**config.mk**
```make
export PLATFORM = sky130hd
export DESIGN_NAME = id_ex_operand_stage
export DESIGN_NICKNAME = d
export VERILOG_FILES = /design/src/rtl/id_ex_operand_stage.sv
export SDC_FILE = /design/constraint.sdc
export NUM_CORES = 1
export LEC_CHECK = 0
export ABC_AREA = 1
export ABC_CLOCK_PERIOD_IN_PS = 1700
export BUFFER_PORTS_ARGS = -buffer_cell sky130_fd_sc_hd__clkbuf_2
export CORE_AREA = 5 5 173 133
export CTS_CLUSTER_DIAMETER = 60
export DETAILED_ROUTE_END_ITERATION = 6
export DIE_AREA = 0 0 178 138
export MAX_ROUTING_LAYER = met4
export PLACE_DENSITY = 0.66
export SYNTH_ARGS = -nofsm -noshare
export SYNTH_HDL_FRONTEND = slang
export SYNTH_SLANG_ARGS = --single-unit
```
**constraint.sdc**
```tcl
create_clock -name clk -period 1.7 [get_ports clk]
set_clock_uncertainty 0.1 [all_clocks]
set_input_delay 0.34 -clock clk [delete_from_list [all_inputs] [get_ports clk]]
set_output_delay 0.34 -clock clk [all_outputs]
set_load 0.02 [all_outputs]
```
**src/rtl/id_ex_operand_stage.sv**
```systemverilog
// id_ex_operand_stage: ID/EX pipeline register with write-back bypass, load-use
// hazard detection, hold/bubble/flush control and a saturating bubble counter.
module id_ex_operand_stage #(
    parameter int DATA_WIDTH     = 32,
    parameter int REG_ADDR_WIDTH = 5,
    parameter int CNT_WIDTH      = 16
) (
    input  logic                      clk,
    input  logic                      rst,
    input  logic                      id_valid,
    input  logic [REG_ADDR_WIDTH-1:0] id_rs,
    input  logic [REG_ADDR_WIDTH-1:0] id_rt,
    input  logic                      id_use_rs,
    input  logic                      id_use_rt,
    input  logic [REG_ADDR_WIDTH-1:0] id_dest,
    input  logic                      id_reg_we,
    input  logic                      id_mem_read,
    input  logic [DATA_WIDTH-1:0]     id_imm,
    input  logic [DATA_WIDTH-1:0]     rf_read_data1,
    input  logic [DATA_WIDTH-1:0]     rf_read_data2,
    input  logic                      wb_we,
    input  logic [REG_ADDR_WIDTH-1:0] wb_rd,
    input  logic [DATA_WIDTH-1:0]     wb_data,
    input  logic                      flush,
    input  logic                      ex_hold,
    output logic                      id_stall,
    output logic                      ex_valid,
    output logic [DATA_WIDTH-1:0]     ex_rs_data,
    output logic [DATA_WIDTH-1:0]     ex_rt_data,
    output logic [REG_ADDR_WIDTH-1:0] ex_rs,
    output logic [REG_ADDR_WIDTH-1:0] ex_rt,
    output logic [REG_ADDR_WIDTH-1:0] ex_dest,
    output logic                      ex_reg_we,
    output logic                      ex_mem_read,
    output logic [DATA_WIDTH-1:0]     ex_imm,
    output logic [CNT_WIDTH-1:0]      bubble_count
);
    logic [DATA_WIDTH-1:0] op1, op2;
    logic                  hazard;

    // The register file writes on the same edge, so a matching write-back must be bypassed.
    always_comb begin
        op1 = (id_rs == '0) ? '0 : (wb_we && wb_rd == id_rs) ? wb_data : rf_read_data1;
        op2 = (id_rt == '0) ? '0 : (wb_we && wb_rd == id_rt) ? wb_data : rf_read_data2;
        hazard = id_valid && ex_valid && ex_mem_read && ex_dest != '0 &&
                 ((id_use_rs && id_rs == ex_dest) || (id_use_rt && id_rt == ex_dest));
        id_stall = (hazard || ex_hold) && !flush;
    end

    always_ff @(posedge clk or negedge rst) begin
        if (!rst) begin
            ex_valid     <= 1'b0;
            ex_rs_data   <= '0;
            ex_rt_data   <= '0;
            ex_rs        <= '0;
            ex_rt        <= '0;
            ex_dest      <= '0;
            ex_reg_we    <= 1'b0;
            ex_mem_read  <= 1'b0;
            ex_imm       <= '0;
            bubble_count <= '0;
        end else if (flush) begin
            ex_valid    <= 1'b0;
            ex_rs_data  <= '0;
            ex_rt_data  <= '0;
            ex_rs       <= '0;
            ex_rt       <= '0;
            ex_dest     <= '0;
            ex_reg_we   <= 1'b0;
            ex_mem_read <= 1'b0;
            ex_imm      <= '0;
        end else if (!ex_hold) begin
            if (hazard) begin
                ex_valid     <= 1'b0;
                ex_reg_we    <= 1'b0;
                ex_mem_read  <= 1'b0;
                bubble_count <= (&bubble_count) ? bubble_count : bubble_count + 1'b1;
            end else begin
                ex_valid    <= id_valid;
                ex_rs_data  <= op1;
                ex_rt_data  <= op2;
                ex_rs       <= id_rs;
                ex_rt       <= id_rt;
                ex_dest     <= id_dest;
                ex_reg_we   <= id_reg_we && id_valid;
                ex_mem_read <= id_mem_read && id_valid;
                ex_imm      <= id_imm;
            end
        end
    end
endmodule

```
==> flow_summary.yaml, run 1 <==
run_status:
  status: "finished, violations left"
  violations: "negative setup slack"
power:
  seqPwrFrac_pct: 37.8
  leakage_uw: 0.006758
  combPwrFrac_pct: 18.8
  p_per_area_nw_per_um2: 806.1
  p_int_uw: 6398
  p_sw_uw: 2674
  p_sw_share_pct: 29.47
  vdd_ir_drop_max_mv: 0.6018
  pwr-share-clk_pct: 43.4
grt:
  grt_max_degree: 65
  grt_use_total_pct: 22.63
  antenna_found_initial: 0
  grt_pass1_vias: 7884
  grt_pass1_wl_mm: 43.37
  grt_overflow: 0
synthesis:
  ys_seq_area_share_pct: 44.90
  synth_mux_area_share_pct: 0
  syn_area_sq_um: 7246
  synthXorXnorAreaFrac_pct: 1.692
  ys_ff_latch: 130
  synthSimpleGateAreaFrac_pct: 43.72
  synth_fa_ha_area_share_pct: 0.1727
  synth-compound-area-share_pct: 0.2763
  avgSynthCellArea_sq_um: 6.703
  synth_warnings: 0
  synth_cell_types: 19
  syn_nets: 1240
  syn_inst: 1081
  synth_top_family_by_area: "simple AND/OR/NAND/NOR gates"
setup_path:
  critPathCaptureType: "flop"
  crit_type: "reg -> reg"
  start_kind: "flop"
  crit_fanout: 8
  critPathRequiredTime_ps: 1900
  worst_ep_arrival_time_ps: 2300
clock_network:
  tritoncts: "yes"
  htree_levels: 4
  cts.sinks: 130
  cts_buffers: 17
  clk_latency_ps: 420
  path_clk_slew_ps: 70
  cts_buffer_depth: 2
  ctsRootBufferMaster: "clkbuf_16"
timing:
  min_period_over_period_pct: 123.9
  final.setup.tns_ps: -34400
  min_period_ps: 2106
  max_slew_margin_pct: 59.03
  rsz0062_at_grt: "yes"
  setup_violations: 131
  hold_viol_final: 0
  slew_violations: 0
  fin_ws_ps: -406.2
  tightestPinTransition_ps: 614.5
  clock.fmax_mhz: 474.8
flow_run:
  max_cap_viol_count: 0
detailed_routing:
  via_count: 8254
  routedWlPerCell_um: 15.97
  vias_per_cell: 4.746
  drt-pass1-iter-count: 7
  drt_iter0_drc: 519
  final_antenna_net_count: 0
  wl_mm: 27.77
  drc: 0
place:
  place.gp.congestion: 0.9419
  hpwl_mm: 18.29
  portBuffers: 288
finish:
  drive_gt1_share_pct: 36.46
  final_util_pct: 53.57
  syn2layout_area_growth_pct: 55.31
  diodes: 0
  nNetsFinal: 1597
floorplanning:
  dieArea_sq_um: 24560
  coreArea_sq_um: 21010
  start_util_pct: 34.49
  die_w_um: 178
  placementRows: 46
  ios: 289
  die_h_um: 138
hold_path:
  hold_class: "in -> reg"
## worst paths after layout
check	from	end	slack [ps]	cells past startpoint
setup / recovery	ex_dest[1]	ex_rs_data[31]	-410	13
hold / removal	id_imm[30]	ex_imm[30]	50	3
setup reg to reg	ex_dest[1]	ex_rs_data[31]	-410	13
hold reg to reg	ex_rt[4]	ex_rt[4]	370	2
max in group asynchronous	rst	bubble_count[1]	650	3
min in group asynchronous	rst	ex_imm[17]	250	2
## cell usage after synthesis
cell | number | area share, %
buf_6 | 9 | 1.4
nor2_4 | 1 | 0.16
nand2_1 | 479 | 25
nand4_1 | 51 | 4.4
nor3_1 | 3 | 0.21
inv_2 | 1 | 0.052
nand3_1 | 76 | 5.2
ha_1 | 1 | 0.17
inv_1 | 94 | 4.9
buf_2 | 13 | 0.90
dfrtp_1 | 130 | 45
o21ai_0 | 4 | 0.28
nand2_2 | 1 | 0.086
nand3_2 | 3 | 0.41
clkbuf_1 | 33 | 1.7
xor2_1 | 7 | 0.85
buf_1 | 6 | 0.31
nor2_1 | 162 | 8.4
xnor2_1 | 7 | 0.85
## through the flow
step	setup slack [ps]	hold slack, ps	instance area (sq um)	std cells	power [uW]
4_1_cts	-367.9	31.65	11050	1731	9087
3_3_place_gp	-141.1	137.5	9600	1670	4932
5_1_grt	-521.7	35.17	11250	1739	9494
3_5_place_dp	-154.0	135.2	9600	1670	4948
6_report	-406.2	51.16	11250	1739	9072
2_1_floorplan	-84.91	-55.59	7292	1081	4196
## layer usage
metal | wire, um | vias up | GRT usage (%)
met5 | 0 | - | -
met4 | 440 | 0 | 5.533
met3 | 2037 | 36 | 4.824
met2 | 12690 | 330 | 33.35
met1 | 12600 | 3837 | 31.86
li1 | - | 4051 | -
## repair_timing
item / CTS / global route
setup buffers: 13 / 2
hold buffers: 1 / 0
cloned: 16 / 7
gates resized for setup: 89 / 20
pin swaps: 9 / 11
hold endpoints to repair: 52 / 0
endpoints found under the setup margin: 115 / 131
## layout by cell type (no fill, tap or decap), drive strengths merged
cell type / n
nand2: 480
clkbuf: 310
nor2: 163
dfrtp: 130
buf: 105
inv: 100
nand3: 79
nand4: 51
xnor2: 7
xor2: 7
o21ai: 4
nor3: 3
bufinv: 3
clkinv: 3
clkinvlp: 2
bufbuf: 2
ha: 1
dlygate4sd3: 1
## power groups by stage
stage	registers (uW)	logic [uW]	clock network (uW)
2_1_floorplan	3680	516	0
3_3_place_gp	3450	1480	0
3_5_place_dp	3450	1500	0
4_1_cts	3420	1670	3990
5_1_grt	3450	1870	4180
6_report	3430	1710	3940
## sequential cells by signal (all words and copies together) (netlist names)
name and cells:
ex_imm 32, ex_rs_data 32, ex_rt_data 32, bubble_count 16, ex_dest 5, ex_rs 5
ex_rt 5, ex_mem_read 1, ex_reg_we 1, ex_valid 1
## critical path, cell delays in order, from the launching register on
cell and delay [ps]:
dfrtp_2 440, inv_2 90, nand4_1 120, o21ai_1 180, inv_2 80, nand3_4 100, nand2_4 70, buf_4 140
buf_8 130, buf_16 170, buf_12 140, buf_16 130, nand2_1 50, nand2_1 50
## cells by family (layout without fill, tap and decap cells)
| group | after synthesis | in the layout |
|---|---|---|
| adder cells (fa/ha/maj) | 1 | 1 |
| AND/OR/NAND/NOR | 776 | 776 |
| AO/OA/AOI/OAI | 4 | 4 |
| buffers and inverters | 156 | 526 |
| XOR/XNOR | 14 | 14 |
| flip-flops | 130 | 130 |
## area by class of cell
cell class | instances | area, sq um
Tap cell | 288 | 360.3
Clock inverter | 13 | 171.4
Timing Repair Buffer | 399 | 3078
Inverter | 95 | 356.6
Sequential cell | 130 | 3262
Multi-Input combinational cell | 795 | 3572
Fill cell | 2045 | 9754
Clock buffer | 19 | 452.9
Note: power is estimated with default switching activity, not from simulation.
==> run 2, diff against run 1 <==
--- a/config.mk
+++ b/config.mk
@@ -7,13 +7,15 @@
 export LEC_CHECK = 0
 export ABC_AREA = 1
 export ABC_CLOCK_PERIOD_IN_PS = 1700
-export BUFFER_PORTS_ARGS = -buffer_cell sky130_fd_sc_hd__clkbuf_2
 export CORE_AREA = 5 5 173 133
+export CTS_BUF_LIST = sky130_fd_sc_hd__clkbuf_2
 export CTS_CLUSTER_DIAMETER = 60
 export DETAILED_ROUTE_END_ITERATION = 6
 export DIE_AREA = 0 0 178 138
+export DONT_BUFFER_PORTS = 1
 export MAX_ROUTING_LAYER = met4
-export PLACE_DENSITY = 0.66
+export PLACE_DENSITY = 0.54
+export RECOVER_POWER = 100
 export SYNTH_ARGS = -nofsm -noshare
 export SYNTH_HDL_FRONTEND = slang
 export SYNTH_SLANG_ARGS = --single-unit
==> flow_summary.yaml, run 2 (synthesis results as in run 1) <==
run_status:
  status: "finished, violations left"
  violations: "negative hold slack, negative setup slack"
clock_network:
  tritoncts: "yes"
  htree_levels: 4
  clk_latency_ps: 740
  ctsRootBufferMaster: "clkbuf_2"
  cts_buffers: 17
  cts.sinks: 130
  path_clk_slew_ps: 290
  cts_buffer_depth: 2
place:
  hpwl_mm: 16.85
  placed_area_sq_um: 7973
  portBuffers: 0
  place.gp.congestion: 0.9021
timing:
  rsz0062_at_grt: "yes"
  holdWs_ps: -864.8
  max_slew_margin_pct: 66.10
  fin_ws_ps: -797.9
  final.setup.tns_ps: -29430
  min_period_over_period_pct: 146.9
  clock.fmax_mhz: 400.3
  min_period_ps: 2498
  tightestPinTransition_ps: 508.5
  slew_violations: 0
  hold_viol_final: 130
  setup_violations: 191
power:
  p_per_area_nw_per_um2: 632.9
  vdd_ir_drop_max_mv: 0.4398
  power.total_uw: 6996
  leakage_uw: 0.005908
detailed_routing:
  vias_per_cell: 4.914
  drc: 0
  final_antenna_net_count: 0
  drt-pass1-iter-count: 5
  wl_mm: 28.75
  via_count: 7882
  routedWlPerCell_um: 17.92
  drt_iter0_drc: 532
finish:
  fill_cells: 1925
  final_util_pct: 52.62
  final_cell_area_sq_um: 11050
  layout_commonest_cell: "nand2_1"
  top_regs: "ex_imm x32, ex_rs_data x32, ex_rt_data x32"
  nNetsFinal: 1460
  drive_gt1_share_pct: 22.60
  syn2layout_area_growth_pct: 52.56
  multi_input_area_sq_um: 3483
  mostFrequentLayoutCells: "473 x nand2_1, 161 x nor2_1, 152 x dlygate4sd3_1"
  regArea_sq_um: 3398
floorplanning:
  coreArea_sq_um: 21010
  die_h_um: 138
  die_w_um: 178
  ios: 289
  dieArea_sq_um: 24560
  placementRows: 46
  start_util_pct: 34.49
grt:
  grt_overflow: 0
  grt_max_degree: 131
  grt_pass1_vias: 7587
  antenna_found_initial: 2
  grt_use_total_pct: 22.03
  grt_pass1_wl_mm: 42.08
setup_path:
  critPathTopFamily: "simple AND/OR/NAND/NOR gates"
  worst_ep_arrival_time_ps: 2060
  crit_type: "reg -> out"
  critPathRequiredTime_ps: 1260
  critPathCaptureType: "output port"
  start_kind: "flop"
  slowest_stage: "dfrtp_2"
  crit_buf_inv: 1
  crit_chain: "nand2_1, nand2_1, nor2_1, nand3_1, nand2_2, nand3_4, nand2_4, buf_12"
  crit_fanout: 7
  cp_slowest_stage_delay_ps: 520
  crit_top_cell: "nand2_1"
hold_path:
  hold_class: "in -> async"
flow_run:
  max_cap_viol_count: 0
-- run 2: changes by cell type in the layout (fill, tap and decap cells not counted), sizes merged --
cell,delta
clkinvlp,-1
bufbuf,+2
diode,+2
inv,+3
dlygate4sd3,+151
dlymetal6s4s,+1
clkbuf,-283
bufinv,-3
buf,-10
clkinv,+3
-- run 2: metal layers --
metal	up-vias	track usage (%)	share of wire [%]
met5	-	-	0
met1	3703	28.05	43
li1	3789	-	-
met4	0	6.062	1.9
met3	38	6.023	8.8
met2	352	34.61	46
-- run 2: layout make-up --
class / instances / share of cell area [%]
Antenna cell: 2 / 0.04527
Clock buffer: 17 / 0.7697
Clock inverter: 15 / 1.675
Inverter: 95 / 3.226
Multi-Input combinational cell: 795 / 31.51
Sequential cell: 130 / 30.74
Tap cell: 288 / 3.260
Timing Repair Buffer: 262 / 28.77
-- run 2: timing repair --
item | CTS | global route
pin swaps | 10 | 24
endpoints found under the setup margin | 257 | 261
hold buffers | 152 | 1
hold endpoints to repair | 260 | 132
resized for setup | 168 | 22
setup buffers | 18 | 11
cloned | 11 | 15
-- run 2: power breakdown --
part | internal [uW] | leakage (uW) | switching (uW) | total, uW
Sequential | 3320 | 0.00156 | 407 | 3730
Clock | 518 | 0.000154 | 1570 | 2090
Combinational | 596 | 0.00420 | 585 | 1180
-- run 2: stage by stage --
step	cells	setup slack (ps)
finish	1604	-797.9
global route	1604	-945.0
CTS	1579	-819.5
detailed placement	1367	-43.65
global placement	1367	-30.30
floorplan	1081	-84.91
-- run 2: worst register-to-register path: cells and delay by family (launching register included) --
| family | cells | cell delay, ps |
|---|---|---|
| buf+inv | 4 | 720 |
| flops | 1 | 520 |
| simple gates | 8 | 690 |
-- run 2: final timing paths --
kind                             from  cells after the start                to  slack, ps
hold reg to reg              ex_rt[3]                      2          ex_rt[3]        500
setup reg to reg           ex_dest[3]                     12    ex_rt_data[17]       -430
hold / removal                    rst                      0  bubble_count[13]       -860
min in group clk             id_valid                      9        ex_dest[3]        100
max in group asynchronous         rst                      0     ex_rt_data[4]       2100
setup / recovery           ex_dest[3]                      8          id_stall       -800
==> run 3, diff against run 2 <==
--- a/config.mk
+++ b/config.mk
@@ -6,7 +6,7 @@
 export NUM_CORES = 1
 export LEC_CHECK = 0
 export ABC_AREA = 1
-export ABC_CLOCK_PERIOD_IN_PS = 1700
+export ABC_CLOCK_PERIOD_IN_PS = 3100
 export CORE_AREA = 5 5 173 133
 export CTS_BUF_LIST = sky130_fd_sc_hd__clkbuf_2
 export CTS_CLUSTER_DIAMETER = 60
@@ -14,7 +14,7 @@
 export DIE_AREA = 0 0 178 138
 export DONT_BUFFER_PORTS = 1
 export MAX_ROUTING_LAYER = met4
-export PLACE_DENSITY = 0.54
+export PLACE_DENSITY = 0.52
 export RECOVER_POWER = 100
 export SYNTH_ARGS = -nofsm -noshare
 export SYNTH_HDL_FRONTEND = slang
==> constraint.sdc (replaced) <==
create_clock -name clk -period 3.1 [get_ports clk]
set_clock_uncertainty 0.1 [all_clocks]
set_input_delay 0.62 -clock clk [delete_from_list [all_inputs] [get_ports clk]]
set_output_delay 0.62 -clock clk [all_outputs]
set_load 0.02 [all_outputs]
==> flow_summary.yaml, run 3 (synthesis results as in run 1) <==
run_status:
  status: "finished, violations left"
  violations: "negative hold slack"
finish:
  mostFrequentLayoutCells: "478 x nand2_1, 162 x nor2_1, 125 x dfrtp_1"
  drive_gt1_share_pct: 5.046
  nNetsFinal: 1335
  layout_commonest_cell: "nand2_1"
  regArea_sq_um: 3259
  syn2layout_area_growth_pct: 22.41
  multi_input_area_sq_um: 3358
  fill_cells: 2248
  top_regs: "ex_imm x32, ex_rs_data x32, ex_rt_data x32"
setup_path:
  start_kind: "flop"
  critPathRequiredTime_ps: 2380
  crit_type: "reg -> out"
  critPathCaptureType: "output port"
  worst_ep_arrival_time_ps: 2140
  crit_fanout: 8
detailed_routing:
  via_count: 7140
  wl_mm: 24.93
  drc: 0
  vias_per_cell: 4.828
  drt-pass1-iter-count: 4
  drt_iter0_drc: 531
  final_antenna_net_count: 0
  routedWlPerCell_um: 16.86
grt:
  antenna_found_initial: 1
  grt_use_total_pct: 20.17
  grt_overflow: 0
  grt_max_degree: 131
  grt_pass1_wl_mm: 39.03
  grt_pass1_vias: 7048
timing:
  hold_viol_final: 130
  clock.fmax_mhz: 349.6
  max_slew_margin_pct: 41.96
  min_period_ps: 2861
  min_period_over_period_pct: 92.28
  tightestPinTransition_ps: 870.6
  fin_ws_ps: 239.2
  slew_violations: 0
  holdWs_ps: -531.8
  final.setup.tns_ps: 0
  rsz0062_at_grt: "no"
  setup_violations: 0
floorplanning:
  placementRows: 46
  start_util_pct: 34.49
  ios: 289
  coreArea_sq_um: 21010
  die_w_um: 178
  die_h_um: 138
  dieArea_sq_um: 24560
clock_network:
  path_clk_slew_ps: 250
  cts_buffers: 17
  ctsRootBufferMaster: "clkbuf_2"
  holdBufCountCts: 121
  tritoncts: "yes"
  clk_latency_ps: 720
  cts_buffer_depth: 2
  cts.sinks: 130
  htree_levels: 4
place:
  place.gp.congestion: 0.8219
  place_ws_ps: 757.8
  portBuffers: 0
  hpwl_mm: 16.08
flow_run:
  max_cap_viol_count: 0
power:
  vdd_ir_drop_max_mv: 0.1606
  p_per_area_nw_per_um2: 389.7
  leakage_uw: 0.005033
hold_path:
  hold_class: "in -> async"
## run 3: path summary, 6_finish.rpt
kind	to	slack, ps	depth (start not counted)	from
setup / recovery	id_stall	240	6	ex_dest[0]
hold / removal	ex_rs_data[12]	-530	0	rst
setup reg to reg	bubble_count[15]	300	12	ex_dest[2]
hold reg to reg	ex_rs[3]	540	2	ex_rs[3]
max in group asynchronous	ex_rt_data[2]	3180	0	rst
min in group clk	ex_rs_data[26]	80	6	rf_read_data1[26]
## run 3: stage by stage
step	utilization, %	total power [uW]	area [sq um]	instances
after detailed placement	35.36	2405	7428	1322
after global placement	35.36	2402	7428	1322
after global routing	42.22	3662	8870	1479
final	42.22	3457	8870	1479
after CTS	42.12	3520	8848	1475
after floorplan	-	2299	7246	1081
## run 3: power by group
part	total [uW]	switching, uW	internal, uW
sequential	2030	226	1800
clock	942	730	212
combinational	489	269	220
total	3460	1230	2230
## run 3: what timing repair did
| action | 4_1_cts | 5_1_grt |
|---|---|---|
| setup buffers | 0 | 1 |
| pin swaps | 0 | 1 |
| hold endpoints to repair | 239 | 130 |
| setup endpoints to repair | 1 | 1 |
| gates resized for setup | 6 | 2 |
| cloned | 0 | 1 |
## run 3: per-layer routing
metal | wire length [um] | global-route usage (%) | vias up
li1 | - | - | 3497
met1 | 11150 | 26.29 | 3382
met2 | 11350 | 30.57 | 234
met3 | 1947 | 6.432 | 27
met4 | 478 | 5.004 | 0
met5 | 0 | - | -
## run 3: layout make-up
cell class / count / area share, %
well taps: 288 / 4.063
inverters: 95 / 4.020
flip-flops and latches: 130 / 36.75
clock inverters: 15 / 1.227
repair buffers: 136 / 15.07
clock buffers: 17 / 0.9592
diodes: 2 / 0.05643
multi-input cells: 796 / 37.86
## run 3: critical path: stages, from the launching register on
cell	delay (ps)
dfrtp_2	540
inv_1	140
nand4_1	180
o21ai_0	200
inv_1	120
nand3_4	130
nand2_8	110
